===== config.mk =====
export PLATFORM = sky130hd
export DESIGN_NAME = instr_decode
export DESIGN_NICKNAME = d
export VERILOG_FILES = /design/src/rtl/instr_decode_pkg.sv /design/src/rtl/sign_extend.sv /design/src/rtl/instr_decode.sv
export VERILOG_INCLUDE_DIRS = /design/src /design/src/rtl
export SDC_FILE = /design/constraint.sdc
export NUM_CORES = 1
export LEC_CHECK = 0
export CORE_ASPECT_RATIO = 1.25
export CORE_UTILIZATION = 34
export CTS_BUF_LIST = sky130_fd_sc_hd__clkbuf_8
export DETAILED_ROUTE_END_ITERATION = 12
export PLACE_DENSITY = 0.67
export SKIP_LAST_GASP = 1
export SYNTH_ARGS = -nofsm -noshare
export SYNTH_HDL_FRONTEND = slang
export SYNTH_SLANG_ARGS = --single-unit

===== constraint.sdc =====
create_clock -name clk -period 7.9 [get_ports clk]
set_clock_uncertainty 0.1 [all_clocks]
set_input_delay 1.975 -clock clk [delete_from_list [all_inputs] [get_ports clk]]
set_output_delay 1.975 -clock clk [all_outputs]
set_load 0.005 [all_outputs]

===== src/rtl/constants.vh =====
// constants.vh: datapath width, opcode patterns and ALU control codes shared by decode and execute.
`ifndef CONSTANTS_VH
`define CONSTANTS_VH
`define WORD      64
`define OP_ADD    11'b10001011000
`define OP_SUB    11'b11001011000
`define OP_AND    11'b10001010000
`define OP_ORR    11'b10101010000
`define OP_LSL    11'b11010011011
`define OP_LSR    11'b11010011010
`define OP_LDUR   11'b11111000010
`define OP_STUR   11'b11111000000
`define OP_ADDI   10'b1001000100
`define OP_SUBI   10'b1101000100
`define OP_B      6'b000101
`define OP_CBZ    8'b10110100
`define OP_CBNZ   8'b10110101
`define ALU_AND   4'b0000
`define ALU_ORR   4'b0001
`define ALU_ADD   4'b0010
`define ALU_SUB   4'b0110
`define ALU_PASSB 4'b0111
`define ALU_LSL   4'b0011
`define ALU_LSR   4'b0100
`endif


===== src/rtl/instr_decode_pkg.sv =====
// instr_decode_pkg: instruction classes and the class-to-control-word mapping.
`include "constants.vh"
package instr_decode_pkg;
    typedef enum logic [3:0] {
        C_ILL, C_ADD, C_SUB, C_AND, C_ORR, C_LSL, C_LSR,
        C_ADDI, C_SUBI, C_LDUR, C_STUR, C_B, C_CBZ, C_CBNZ
    } iclass_t;
    typedef struct packed {
        logic reg_write, mem_read, mem_write, mem_to_reg, alu_src, branch, uncond_branch, illegal;
        logic [3:0] alu_ctrl;
    } ctrl_t;
    function automatic iclass_t classify(input logic [31:0] i);
        if (i[31:21] == `OP_ADD) return C_ADD;
        if (i[31:21] == `OP_SUB) return C_SUB;
        if (i[31:21] == `OP_AND) return C_AND;
        if (i[31:21] == `OP_ORR) return C_ORR;
        if (i[31:21] == `OP_LSL) return C_LSL;
        if (i[31:21] == `OP_LSR) return C_LSR;
        if (i[31:21] == `OP_LDUR) return C_LDUR;
        if (i[31:21] == `OP_STUR) return C_STUR;
        if (i[31:22] == `OP_ADDI) return C_ADDI;
        if (i[31:22] == `OP_SUBI) return C_SUBI;
        if (i[31:26] == `OP_B) return C_B;
        if (i[31:24] == `OP_CBZ) return C_CBZ;
        if (i[31:24] == `OP_CBNZ) return C_CBNZ;
        return C_ILL;
    endfunction
    function automatic ctrl_t ctrl_of(input iclass_t c);
        ctrl_t k;
        k = '0;
        k.reg_write = c inside {C_ADD, C_SUB, C_AND, C_ORR, C_LSL, C_LSR, C_ADDI, C_SUBI, C_LDUR};
        k.mem_read = c == C_LDUR;
        k.mem_to_reg = c == C_LDUR;
        k.mem_write = c == C_STUR;
        k.alu_src = c inside {C_ADDI, C_SUBI, C_LDUR, C_STUR, C_LSL, C_LSR};
        k.branch = c inside {C_CBZ, C_CBNZ};
        k.uncond_branch = c == C_B;
        k.illegal = c == C_ILL;
        k.alu_ctrl = c == C_AND ? `ALU_AND :
                     c == C_ORR ? `ALU_ORR :
                     c inside {C_ADD, C_ADDI, C_LDUR, C_STUR} ? `ALU_ADD :
                     c inside {C_SUB, C_SUBI} ? `ALU_SUB :
                     c inside {C_CBZ, C_CBNZ} ? `ALU_PASSB :
                     c == C_LSL ? `ALU_LSL :
                     c == C_LSR ? `ALU_LSR : 4'b0000;
        return k;
    endfunction
    // Stores and compare-branches read their second operand from the Rt field.
    function automatic logic rs2_from_rt(input iclass_t c);
        return c inside {C_STUR, C_CBZ, C_CBNZ};
    endfunction
    function automatic logic uses_rs2(input iclass_t c);
        return c inside {C_ADD, C_SUB, C_AND, C_ORR, C_STUR, C_CBZ, C_CBNZ};
    endfunction
endpackage


===== src/rtl/sign_extend.sv =====
// sign_extend: builds the WORD-wide immediate for each instruction class.
`include "constants.vh"
module sign_extend
    import instr_decode_pkg::*;
(
    input  logic [31:0]       instr,
    input  iclass_t           cls,
    output logic [`WORD-1:0]  imm
);
    always_comb begin
        imm = '0;
        case (cls)
            C_ADDI, C_SUBI: imm = {{(`WORD-12){1'b0}}, instr[21:10]};
            C_LDUR, C_STUR: imm = {{(`WORD-9){instr[20]}}, instr[20:12]};
            C_B:            imm = {{(`WORD-28){instr[25]}}, instr[25:0], 2'b00};
            C_CBZ, C_CBNZ:  imm = {{(`WORD-21){instr[23]}}, instr[23:5], 2'b00};
            C_LSL, C_LSR:   imm = {{(`WORD-6){1'b0}}, instr[15:10]};
            default:        imm = '0;
        endcase
    end
endmodule


===== src/rtl/instr_decode.sv =====
// instr_decode: registered decode stage with valid/ready handshake and a RAW scoreboard.
`include "constants.vh"
module instr_decode
    import instr_decode_pkg::*;
#(
    parameter bit SB_EN = 1'b1
) (
    input  logic              clk,
    input  logic              rst_n,
    input  logic              in_valid,
    output logic              in_ready,
    input  logic [31:0]       in_instr,
    output logic              out_valid,
    input  logic              out_ready,
    output logic [4:0]        read_reg1,
    output logic [4:0]        read_reg2,
    output logic [4:0]        write_reg,
    output logic [`WORD-1:0]  imm,
    output logic              reg_write,
    output logic              mem_read,
    output logic              mem_write,
    output logic              mem_to_reg,
    output logic              alu_src,
    output logic              branch,
    output logic              uncond_branch,
    output logic              illegal,
    output logic [3:0]        alu_ctrl,
    input  logic              wb_valid,
    input  logic [4:0]        wb_reg,
    input  logic              flush
);
    logic [31:0]       busy, set_mask, clr_mask;
    iclass_t           cls;
    ctrl_t             ctrl;
    logic [4:0]        rs1, rs2;
    logic [`WORD-1:0]  imm_d;
    logic              hazard, accept;

    assign cls = classify(in_instr);
    assign ctrl = ctrl_of(cls);
    assign rs1 = in_instr[9:5];
    assign rs2 = rs2_from_rt(cls) ? in_instr[4:0] : in_instr[20:16];
    assign hazard = SB_EN && in_valid && (busy[rs1] || (uses_rs2(cls) && busy[rs2]));
    assign in_ready = rst_n && (!out_valid || out_ready) && !hazard && !flush;
    assign accept = in_valid && in_ready;

    // XZR is never marked busy; a same-edge set overrides any clear.
    assign set_mask = accept && ctrl.reg_write && in_instr[4:0] != 5'd31 ? 32'b1 << in_instr[4:0] : '0;
    assign clr_mask = (wb_valid ? 32'b1 << wb_reg : '0) |
                      (flush && out_valid && reg_write ? 32'b1 << write_reg : '0);

    sign_extend u_sign_extend (.instr(in_instr), .cls(cls), .imm(imm_d));

    always_ff @(posedge clk or negedge rst_n) begin
        if (!rst_n) busy <= '0;
        else busy <= (busy & ~clr_mask) | set_mask;
    end

    always_ff @(posedge clk or negedge rst_n) begin
        if (!rst_n) begin
            out_valid <= 1'b0;
            read_reg1 <= '0;
            read_reg2 <= '0;
            write_reg <= '0;
            imm <= '0;
            {reg_write, mem_read, mem_write, mem_to_reg, alu_src, branch, uncond_branch, illegal, alu_ctrl} <= '0;
        end else if (accept) begin
            out_valid <= 1'b1;
            read_reg1 <= rs1;
            read_reg2 <= rs2;
            write_reg <= in_instr[4:0];
            imm <= imm_d;
            {reg_write, mem_read, mem_write, mem_to_reg, alu_src, branch, uncond_branch, illegal, alu_ctrl} <= ctrl;
        end else if (flush || out_ready) begin
            out_valid <= 1'b0;
        end
    end
endmodule


== Yosys cells after proc, flatten, opt, wreduce, memory -nomap -nowiden ==
Cells that the tools add are included.

* Flip-flop bits (word level): 123
* Memories: 0
* Bits in read-only memories: 0
* Memory bits (writable): 0
* Output and inout bits: 93
* Bits in latches: 0
* Bits of input ports: 43
* Word-level logic and storage cells: 237

* Muxes and demuxes: 158
* Multiply operators: 0
* Bitwise logic cells: 4
* Equality and inequality tests: 27
* Shift operators: 3
* Add/sub/neg operators: 0
* Order comparisons: 2
* Div/mod/pow operators: 0
* Reduce and logical (&&, ||, !) cells: 29

{| class="wikitable"
|+ Operators with widths
! cell !! count
|-
| 64-bit case mux with 5 select lines || 1
|-
| 4-bit 2-to-1 mux || 49
|-
| 32-bit 2-to-1 mux || 3
|-
| 1-bit by 5-bit left shift with 32-bit output (first input constant) || 3
|-
| 1-bit 2-to-1 mux || 95
|-
| 11-bit equality test (second input constant) || 8
|-
| 32-bit bitwise OR || 2
|-
| 32-bit AND || 1
|-
| 32-bit NOT || 1
|-
| 4-bit equality test (second input constant) || 6
|-
| 3-bit 2-to-1 mux || 7
|-
| 10-bit equality test (second input constant) || 2
|-
| 4-bit by 3-bit equality test with 1-bit output (second input constant) || 4
|-
| 8-bit equality test (second input constant) || 2
|-
| 5-bit by 6-bit < comparator with 1-bit output (second input constant) || 2
|-
| 1-bit binary-select mux with 5-bit select || 2
|-
| 1-bit logical AND || 10
|-
| 9-bit nonzero test || 1
|-
| 4-bit by 2-bit equality test with 1-bit output (second input constant) || 2
|-
| 2-bit OR reduction || 4
|-
| 7-bit nonzero test || 1
|-
| 6-bit by 3-bit equality test with 1-bit output (second input constant) || 1
|-
| 2-bit nonzero test || 3
|-
| 6-bit nonzero test || 1
|-
| 8 further kinds || 12
|}

== Logic depth before layout (Yosys ltp) ==
Gate-level depths: netlist of the first run.

* Word-level depth: 109
* Depth in mapped cells: 14
* Depth with buffers taken out: 9

== Hierarchy ==
A second synthesis of the first run with hierarchy kept.

* Cell total of the unflattened synthesis: 720
* Area, all modules: 8031.5 µm²

{| class="wikitable"
|+ Modules (own cells, without submodules)
! module !! times used !! area each (µm²) !! cells each !! seq. area each (µm²)
|-
| instr_decode || 1 || 6899.1 || 580 || 3052.9
|-
| sign_extend || 1 || 1132.3 || 140 || 0.0
|}

== Worst setup path after synthesis of the first run ==
OpenSTA, ideal clock, no wires.

* Kind: input-to-output
* From: input port in_instr[26]
* To: output port in_ready
* Cell stages on the path: 10
* Arrival time: 4205 ps
* Slack: 1620 ps
* Path buffers: 1
* Data required time: 5825 ps
* Cells stage by stage: or4b_4 > nor4b_4 > o211ai_1 > buf_4 > mux2i_1 > o22ai_1 > o31a_1 > o21ai_1 > nand2_1 > a21boi_0

* Word-level cells in the longest chain between the ends: 60

{| class="wikitable"
|+ Ends and longest elaborated chain
! item !! line !! RTL
|-
| from (decl) || instr_decode.sv:12 || <nowiki>input logic [31:0] in_instr,</nowiki>
|-
| 11-bit equality test (no line) || -- ||
|-
| 4-bit 2-to-1 mux || instr_decode_pkg.sv:14 || <nowiki>if (i[31:21] == `OP_SUB) return C_SUB;</nowiki>
|-
| 4-bit 2-to-1 mux || instr_decode_pkg.sv:15 || <nowiki>if (i[31:21] == `OP_AND) return C_AND;</nowiki>
|-
| 4-bit 2-to-1 mux (2 in a row) || -- ||
|-
| 4-bit 2-to-1 mux || instr_decode_pkg.sv:16 || <nowiki>if (i[31:21] == `OP_ORR) return C_ORR;</nowiki>
|-
| 4-bit 2-to-1 mux || instr_decode_pkg.sv:17 || <nowiki>if (i[31:21] == `OP_LSL) return C_LSL;</nowiki>
|-
| 4-bit 2-to-1 mux || instr_decode_pkg.sv:18 || <nowiki>if (i[31:21] == `OP_LSR) return C_LSR;</nowiki>
|-
| 4-bit 2-to-1 mux (2 in a row) || instr_decode_pkg.sv:19 || <nowiki>if (i[31:21] == `OP_LDUR) return C_LDUR;</nowiki>
|-
| (+41 left out) || -- ||
|-
| 5-bit 2-to-1 mux || instr_decode.sv:42 || <nowiki>assign rs2 = rs2_from_rt(cls) ? in_instr[4:0] : in_instr[20:16];</nowiki>
|-
| 1-bit binary-select mux with 5-bit select || instr_decode.sv:43 || <nowiki>assign hazard = SB_EN && in_valid && (busy[rs1] || (uses_rs2(cls) && busy[rs2]));</nowiki>
|-
| 1-bit 2-to-1 mux (not written as such) || instr_decode.sv:43 ||
|-
| 1-bit logical AND (*) || instr_decode.sv:43 ||
|-
| 1-bit logical OR (*) || instr_decode.sv:43 ||
|-
| 1-bit logical AND (*) || instr_decode.sv:43 ||
|-
| 1-bit zero test (*) || instr_decode.sv:44 || <nowiki>assign in_ready = rst_n && (!out_valid || out_ready) && !hazard && !flush;</nowiki>
|-
| 1-bit logical AND (*) (2 in a row) || instr_decode.sv:44 ||
|-
| to (decl) || instr_decode.sv:11 || <nowiki>output logic in_ready,</nowiki>
|}

Mark *: on every way between the ends. The rest lies on a longest branch, timed or not. The select of a mux whose other input is x is not followed.

== Worst setup path after layout of the first run ==
Ends and elaborated chain as after synthesis.

==> results of run 1 <==
==> cell type report <==
| type | count | area, sq um | area share, % |
|---|---|---|---|
| Multi-Input combinational cell | 403 | 3020 | 42.0 |
| Sequential cell | 86 | 2150 | 29.9 |
| Timing Repair Buffer | 154 | 1490 | 20.7 |
| Tap cell | 216 | 270 | 3.76 |
| Clock buffer | 10 | 138 | 1.92 |
| Clock inverter | 6 | 71.3 | 0.992 |
| Inverter | 13 | 48.8 | 0.679 |
==> synthesized netlist by cell type, types with 3 or more instances <==
library cell and number:
dfrtp_1 86, nand2_1 54, buf_4 41, mux2_2 40, o21ai_0 36, mux2i_1 35, a21oi_1 33, a31o_2 31
clkbuf_1 24, nor2_1 21, inv_1 13, nor2b_1 13, nand2b_1 12, nand3_1 10, a31oi_1 9, a221o_1 7
buf_2 7, mux2_4 7, mux4_2 7, a222oi_1 6, nor3_1 6, and2_1 5, a221oi_1 4, and3_1 4
nand3b_1 4, o221a_2 4, o22ai_1 4, a311oi_1 3, and3b_1 3, buf_1 3, nand4b_1 3, nor3b_1 3
or2_2 3
==> worst paths after layout <==
kind,start,to,slack [ns],cells after the start
max in group asynchronous,rst_n,imm[26]$_DFFE_PN0P_,5.15,2
min reg2reg,read_reg1[1]$_DFFE_PN0P_,read_reg1[1]$_DFFE_PN0P_,0.42,1
min in group asynchronous,rst_n,imm[2]$_DFFE_PN0P_,1.45,1
max reg2reg,busy[28]$_DFF_PN0_,write_reg[0]$_DFFE_PN0P_,4.05,9
max,in_instr[26],in_ready,0.25,11
min,read_reg1[1]$_DFFE_PN0P_,read_reg1[1]$_DFFE_PN0P_,0.42,1
==> worst register-to-register path: stages (launching register included) <==
cell and delay (ns):
dfrtp_1 0.45, mux4_2 0.48, mux4_2 0.47, nand2_1 0.09, nand3_1 0.11, a211oi_1 0.21, o221ai_1 0.15, o21ai_1 0.18
and4_4 1.00, mux2_2 0.48
==> cell families after synthesis <==
logic type | Yosys count
flops | 86
simple gates | 156
mux | 89
buf+inv | 91
other cells | 1
compound gates | 157
==> stage by stage <==
step           instances  worst slack, ns  utilization (%)  hold WS [ns]  area, sq um
4_1_cts              888            0.219             44.2         0.422         7190
2_1_floorplan        580             1.62                -         0.405         5690
3_3_place_gp         872            0.398             42.9         0.392         6980
5_1_grt              888           0.0153             44.2         0.433         7190
3_5_place_dp         872            0.244             42.9         0.402         6980
6_report             888            0.248             44.2         0.415         7190
==> power by group <==
| group | leakage (nW) | switching, mW | internal, mW |
|---|---|---|---|
| Clock | 0.0987 | 0.183 | 0.156 |
| Sequential | 1.16 | 0.0266 | 0.462 |
| Combinational | 1.77 | 0.105 | 0.110 |
==> layer usage <==
layer / global-route usage, % / up-vias
met3: 3.55 / 51
met5: 0 / -
met4: 13.2 / 0
li1: - / 2288
met2: 38.5 / 243
met1: 28.1 / 2480
==> reports/results.ini, run 1 <==
[run_status]
outcome = complete, no violations

[drt]
wl_per_cell_um = 22.2
wl_mm = 19.7
drt-initial-drc-count = 347
met3WireLength_mm = 1.12
via_per_inst = 5.70
via_count = 5062
antenna_left = 0
drcViolationCount = 0
drtPass1Iterations = 5
wl_met2_mm = 9.66
routed.top_layer = met4
met1_length_mm = 8.10

[yosys]
synth_seq_cells = 86
synth_mux_area_share_pct = 18.7
yosys_warnings = 0
ys_types = 61
ys_top_cells_by_area = dfrtp_1, mux2_2, mux2i_1
synth_area_leader_cell = dfrtp_1
synthAdderAreaFrac_pct = 0
synth-compound-area-share_pct = 19.3
synth_cells = 580
synth_edf_count = 0
async_reset_ff_share_pct = 100
postSynthAreaPerCell_sq_um = 9.80
yosysSeqAreaShare_pct = 37.9
synthDominantCellAreaShare_pct = 37.9
yosys.area_share.simple_pct = 14.9
syn-cell-area_sq_mm = 0.00569
synth_nets = 623
synth_xor_area_share_pct = 0
synth_ff_type = dfrtp_1
synth_top_family_by_area = compound AO/OA/AOI/OAI gates

[clock_tree]
ctsHoldBuffers = 0
cts_buffers = 9
ctsResizeCount = 0
cts.sinks = 86
clock_latency_ns = 0.40
post_cts_buffers = 0
cts_tree = yes
htreeDepth = 3
clock-root-buffer = clkbuf_8
clockBufferDepth = 2
clk_pin_slew_ns = 0.08

[finish]
largest_reg_flops = 32
final_common_cell = clkdlybuf4s50_1
fillers = 1558
mostFrequentLayoutCells = clkdlybuf4s50_1, dfrtp_1, nand2_1, mux2_2, o21ai_0
fin_nets = 710
drive_gt1_share_pct = 20.2
top_register = busy
synthToLayoutAreaGrowth_pct = 26.4
antennaDiodeCount = 0
top_regs = busy x32, imm x28

[critical_path]
cp_top_family = compound AO/OA/AOI/OAI gates
criticalPathCategory = in2out
slowest_delay_ns = 0.61
worst_path_most_repeated_cell = clkdlybuf4s50_1
crit_buf_inv = 2
worstPathCellList = clkdlybuf4s50_1 > or4b_4 > nor4b_4 > o211ai_1 > mux2i_1 > o22ai_1 > o31a_1 > o21ai_1 > nand2_1 > a21boi_0 > clkdlybuf4s50_1
arrival_ns = 5.58
path_max_fanout = 6
cp-start-kind = input pin
endpoint_kind = primary output
worstPathRequired_ns = 5.83
crit_slowest_cell = or4b_4

[timing]
fin_crit_ns = 7.65
setup_violations = 0
hold_viol = 0
slew_viol_final = 0
rsz0062_at_grt = false
max_freq_ghz = 0.131
period_share_pct = 96.9
worst_pin_slew_ns = 1.10
fin_setup_tns_ns = 0
max-slew-margin-rel_pct = 27.0

[power_and_ir_drop]
power_density_mw_per_mm2 = 145
p_total_mw = 1.04
p_leak_nw = 3.03
ir_drop_uv = 96.1

[floorplanning]
rows = 52
die-height_um = 147
io_pins = 136
dieWidth_um = 118
core_sq_mm = 0.0163
dieArea_sq_mm = 0.0172
start_util_pct = 35.0

[run]
drv_cap = 0

[grt]
grt_max_degree = 77
antenna_found_initial = 0
grt-ovfl-total = 0
grt_pass1_vias = 5087
grt_pass1_wl_mm = 29.9
grt_use_total_pct = 23.0

[placement]
dp_hpwl_mm = 14.2
globalplace.congestion = 0.945
io_buffers = 134

[hold_path]
hold_class = reg2reg

Note: power is estimated with default switching activity, not from simulation.
==> run 2, diff against run 1 <==
--- a/config.mk
+++ b/config.mk
@@ -9,6 +9,7 @@
 export CORE_ASPECT_RATIO = 1.25
-export CORE_UTILIZATION = 34
+export CORE_UTILIZATION = 55
 export CTS_BUF_LIST = sky130_fd_sc_hd__clkbuf_8
 export DETAILED_ROUTE_END_ITERATION = 12
-export PLACE_DENSITY = 0.67
+export PLACE_DENSITY = 0.95
+export REMOVE_ABC_BUFFERS = 1
 export SKIP_LAST_GASP = 1
--- a/constraint.sdc
+++ b/constraint.sdc
@@ -4,2 +4,2 @@
 set_output_delay 1.975 -clock clk [all_outputs]
-set_load 0.005 [all_outputs]
+set_load 0.02 [all_outputs]
==> reports/results.ini, run 2 (synthesized netlist as in run 1, its figures left out) <==
[finish]
fillers = 762  ; -51%
mostFrequentLayoutCells = clkdlybuf4s50_1, dfrtp_1, nand2_1, mux2_2, o21ai_0
top_register = busy
fin_util_pct = 69.8  ; +26 points
drive_gt1_share_pct = 19.4  ; -0.84 points
final_common_cell = clkdlybuf4s50_1
antennaDiodeCount = 0  ; unchanged
fin_nets = 703  ; -0.99%
synthToLayoutAreaGrowth_pct = 23.4
largest_reg_flops = 32  ; unchanged
top_regs = busy x32, imm x28

[timing]
setup_violations = 0  ; unchanged
rsz0062_at_grt = false
max-slew-margin-rel_pct = 26.8  ; -0.13 points
fin_setup_tns_ns = 0  ; unchanged
fin_crit_ns = 7.65  ; -0.00513 ns
period_share_pct = 96.8  ; about the same
hold_viol = 0  ; unchanged
slew_viol_final = 0  ; unchanged
worst_hold_slack_ns = 0.414  ; -0.00119 ns
max_freq_ghz = 0.131  ; about the same
worst_pin_slew_ns = 1.10  ; +0.00193 ns

[run]
drv_cap = 0  ; unchanged

[floorplanning]
die-height_um = 116  ; -21%
dieArea_sq_mm = 0.0108  ; -38%
rows = 41  ; -21%
dieWidth_um = 92.9  ; -21%
core_sq_mm = 0.0101  ; -38%
io_pins = 136  ; unchanged
start_util_pct = 56.5  ; +22 points

[run_status]
outcome = complete, no violations

[drt]
antenna_left = 0  ; unchanged
wl_mm = 18.5  ; -6.1%
via_per_inst = 6.65  ; +17%
wl_per_cell_um = 23.3  ; +5.0%
drt-initial-drc-count = 470  ; +35%
via_count = 5280  ; +4.3%
drtPass1Iterations = 9  ; +4
drcViolationCount = 0  ; unchanged

[critical_path]
worstPathRequired_ns = 5.83  ; about the same
arrival_ns = 5.57  ; about the same
criticalPathCategory = in2out
path_max_fanout = 12  ; +6
endpoint_kind = primary output
cp-start-kind = input pin

[placement]
globalplace.congestion = 0.984  ; +4.2%
dp_hpwl_mm = 13.5  ; -5.1%
io_buffers = 134  ; unchanged

[clock_tree]
clock-root-buffer = clkbuf_8
clock_latency_ns = 0.38  ; -0.02 ns
post_cts_buffers = 0  ; unchanged
htreeDepth = 3  ; unchanged
ctsResizeCount = 0  ; unchanged
clockBufferDepth = 2  ; unchanged
cts_buffers = 9  ; unchanged
ctsHoldBuffers = 0  ; unchanged
clk_pin_slew_ns = 0.09  ; about the same
cts_tree = yes
cts.sinks = 86  ; unchanged

[grt]
grt_pass1_vias = 5212  ; +2.5%
grt-ovfl-total = 0  ; unchanged
antenna_found_initial = 0  ; unchanged
grt_max_degree = 87  ; +13%
grt_use_total_pct = 35.1  ; +12 points
grt_pass1_wl_mm = 28.4  ; -5.0%

[power_and_ir_drop]
p_leak_nw = 3.00  ; -0.99%
ir_drop_uv = 125  ; +30%
power_density_mw_per_mm2 = 149  ; +2.8%

[hold_path]
hold_class = reg2reg

[run 2: cell types whose count changed in the layout (fill, tap and decap cells not counted), sizes merged]
cell / change
buf: -7
bufinv: -1
clkbuf: -1
clkinv: +1
clkinvlp: -2
inv: +3
[run 2: per-stage QoR]
step | worst slack [ns] | power [mW] | cells | area [sq um]
5_1_grt | 0.104 | 1.08 | 794 | 7020
2_1_floorplan | 0.967 | 0.595 | 502 | 5210
6_report | 0.253 | 1.05 | 794 | 7020
3_3_place_gp | 0.382 | 0.732 | 778 | 6820
4_1_cts | 0.279 | 1.04 | 794 | 7020
3_5_place_dp | 0.283 | 0.736 | 778 | 6820
[run 2: per-layer routing]
metal | up-vias | global-route usage (%) | routed length [um]
met4 | 0 | 19.2 | 958
met5 | - | 0 | 0
met1 | 2517 | 41.6 | 6640
met3 | 80 | 7.48 | 1700
met2 | 399 | 59.4 | 9200
li1 | 2284 | - | -
[run 2: critical path, stage by stage]
cell             delay [ns]
clkdlybuf4s50_1        0.48
or4b_4                 0.60
nor4b_4                0.35
nor2_1                 0.28
mux2i_1                0.36
o22ai_1                0.11
o31a_1                 0.32
o21ai_1                0.18
nand2_1                0.11
a21boi_0               0.17
clkdlybuf4s50_1        0.63
[run 2: path summary, 6_finish.rpt]
kind                                             to           startpoint  slack, ns  depth (start not counted)
setup / recovery                           in_ready         in_instr[26]       0.25                         11
hold / removal                  imm[22]$_DFFE_PN0P_  imm[22]$_DFFE_PN0P_       0.41                          1
setup reg to reg                 busy[10]$_DFF_PN0_   busy[31]$_DFF_PN0_       4.04                         10
hold reg to reg                 imm[22]$_DFFE_PN0P_  imm[22]$_DFFE_PN0P_       0.41                          1
max in group asynchronous       imm[22]$_DFFE_PN0P_                rst_n       5.20                          2
min in group asynchronous  read_reg1[0]$_DFFE_PN0P_                rst_n       1.77                          2
[run 2: where the power goes]
group	leakage, nW	total, mW	switching, mW	internal, mW
sequential	1.16	0.493	0.0309	0.462
clock	0.102	0.315	0.190	0.125
combinational	1.74	0.240	0.132	0.108
total	3.00	1.05	0.353	0.695
[run 2: final cells by class]
class                           instances  area [sq um]  area share (%)
Multi-Input combinational cell        403          3020            43.0
Sequential cell                        86          2150            30.7
Clock buffer                            9           124            1.77
Clock inverter                          7          76.3            1.09
Inverter                               13          48.8           0.695
Timing Repair Buffer                  147          1440            20.5
Tap cell                              129           161            2.30
==> run 3, diff against run 2 <==
Settings changed: CELL_PAD_IN_SITES_DETAIL_PLACEMENT set to 0, CELL_PAD_IN_SITES_GLOBAL_PLACEMENT set to 2, CORE_UTILIZATION 55 to 34.
==> reports/results.ini, run 3 (synthesized netlist as in run 1, its figures left out) <==
[finish]
antennaDiodeCount = 0  ; unchanged
synthToLayoutAreaGrowth_pct = 26.4
drive_gt1_share_pct = 20.6  ; +1.2 points
final_common_cell = clkdlybuf4s50_1
top_register = busy
layout.cells.non_filler = 890  ; +12%
largest_reg_flops = 32  ; unchanged
mostFrequentLayoutCells = clkdlybuf4s50_1, dfrtp_1, nand2_1, mux2_2, o21ai_0
top_regs = busy x32, imm x28
fin_nets = 712  ; +1.3%

[clock_tree]
cts.sinks = 86  ; unchanged
clock_latency_ns = 0.39  ; about the same
htreeDepth = 3  ; unchanged
cts_buffers = 9  ; unchanged
clock-root-buffer = clkbuf_8
cts_tree = yes
clockBufferDepth = 2  ; unchanged
clk_pin_slew_ns = 0.09  ; about the same

[placement]
dp_hpwl_mm = 14.2  ; +5.6%
post-place-cells = 873  ; +12%
io_buffers = 134  ; unchanged
globalplace.congestion = 0.919  ; -6.6%

[power_and_ir_drop]
p_leak_nw = 3.03  ; +1.1%
p_total_mw = 1.03  ; -1.6%
power_density_mw_per_mm2 = 143  ; -3.9%
ir_drop_uv = 111  ; -12%

[drt]
wl_met2_mm = 9.64  ; +4.8%
via_count = 5069  ; -4.0%
routed.top_layer = met4
met1_length_mm = 7.82  ; +18%
drcViolationCount = 0  ; unchanged
via_per_inst = 5.70  ; -14%
wl_mm = 19.1  ; +3.4%
antenna_left = 0  ; unchanged
wl_per_cell_um = 21.5  ; -7.8%
drt-initial-drc-count = 429  ; -8.7%
drtPass1Iterations = 6  ; -3
met3WireLength_mm = 1.04  ; -39%

[floorplanning]
die-height_um = 147  ; +27%
start_util_pct = 35.0  ; -22 points
io_pins = 136  ; unchanged
rows = 52  ; +27%
dieArea_sq_mm = 0.0172  ; +60%
core_sq_mm = 0.0163  ; +62%
dieWidth_um = 118  ; +27%

[run]
drv_cap = 0  ; unchanged

[grt]
antenna_found_initial = 0  ; unchanged
grt_max_degree = 87  ; unchanged
grt_pass1_vias = 5075  ; -2.6%
grt_use_total_pct = 22.3  ; -13 points
grt-ovfl-total = 0  ; unchanged
grt_pass1_wl_mm = 29.5  ; +4.0%

[critical_path]
cp-start-kind = input pin
worstPathRequired_ns = 5.83  ; about the same
crit_buf_inv = 3  ; +1
endpoint_kind = primary output
crit_slowest_cell = or4b_4
criticalPathCategory = in2out
cp_top_family = simple AND/OR/NAND/NOR gates
path_max_fanout = 12  ; unchanged
arrival_ns = 5.25  ; -0.32 ns
slowest_delay_ns = 0.61  ; -0.02 ns
worstPathCellList = clkdlybuf4s50_1 > or4b_4 > nor4b_4 > nor2_1 > buf_4 > mux2i_2 > o22ai_1 > o31a_1 > o21ai_1 > nand2_1 > a21boi_0 > dlymetal6s2s_1

[timing]
setup_violations = 0  ; unchanged
fin_crit_ns = 7.33  ; -0.321 ns
hold_viol = 0  ; unchanged
max-slew-margin-rel_pct = 25.3  ; -1.5 points
max_freq_ghz = 0.136  ; +4.4%
slew_viol_final = 0  ; unchanged
rsz0062_at_grt = false
fin_setup_tns_ns = 0  ; unchanged
period_share_pct = 92.7  ; -4.1 points
worst_pin_slew_ns = 1.12  ; +0.0226 ns

[hold_path]
hold_class = reg2reg

[run_status]
outcome = complete, no violations

## run 3: changes by cell type in the layout (fill, tap and decap cells not counted), sizes merged
| cell | previous run | this run |
|---|---|---|
| clkbuf | 9 | 10 |
| dlymetal6s2s | 0 | 1 |
| buf | 14 | 23 |
| inv | 16 | 13 |
| clkinvlp | 0 | 4 |
| clkdlybuf4s50 | 133 | 132 |
| clkinv | 4 | 2 |
## run 3: per-stage QoR
stage	hold WS, ns	util [%]	instance area [sq um]	worst slack, ns
3_3_place_gp	0.388	42.9	6990	0.300
5_1_grt	0.440	44.2	7180	0.314
6_report	0.416	44.2	7180	0.573
4_1_cts	0.420	44.1	7170	0.215
3_5_place_dp	0.399	42.9	6990	0.229
2_1_floorplan	0.415	-	5210	0.967
## run 3: path summary, 6_finish.rpt
check                                    start                       end  cells after the start  slack (ns)
min                        imm[16]$_DFFE_PN0P_       imm[16]$_DFFE_PN0P_                      1        0.42
min in group asynchronous                rst_n  read_reg2[3]$_DFFE_PN0P_                      2        1.78
max reg2reg                 busy[14]$_DFF_PN0_       imm[10]$_DFFE_PN0P_                      9        4.11
max                               in_instr[26]                  in_ready                     12        0.57
max in group asynchronous                rst_n        branch$_DFFE_PN0P_                      2        5.19
min reg2reg                imm[16]$_DFFE_PN0P_       imm[16]$_DFFE_PN0P_                      1        0.42
## run 3: timing repair
action                                  4_1_cts  5_1_grt
hold buffers                                  0        0
endpoints found under the setup margin        0        1
gates resized for setup                       0        2
buffers inserted                              0        1
## run 3: routing by layer
layer	vias up	track usage [%]
met5	-	0
met2	218	38.0
li1	2299	-
met1	2511	28.2
met3	41	2.50
met4	0	10.1
## run 3: area by class of cell
class | count | area [sq um]
well taps | 216 | 270
inverters | 13 | 48.8
fillers | 1602 | 9080
clock buffers | 10 | 138
multi-input cells | 403 | 3020
clock inverters | 6 | 47.5
repair buffers | 156 | 1510
flip-flops and latches | 86 | 2150
## run 3: where the power goes
group	switching [mW]	internal (mW)
clock network	0.175	0.124
registers	0.0305	0.462
logic	0.130	0.110
## run 3: worst register-to-register path, cell delays in order, from the launching register on
cell and delay, ns:
dfrtp_1 0.46, mux4_2 0.48, mux4_2 0.46, nand2_1 0.08, nand3_1 0.13, a211oi_1 0.24
o221ai_1 0.16, o21ai_1 0.17, and4_4 0.92, mux2_2 0.48
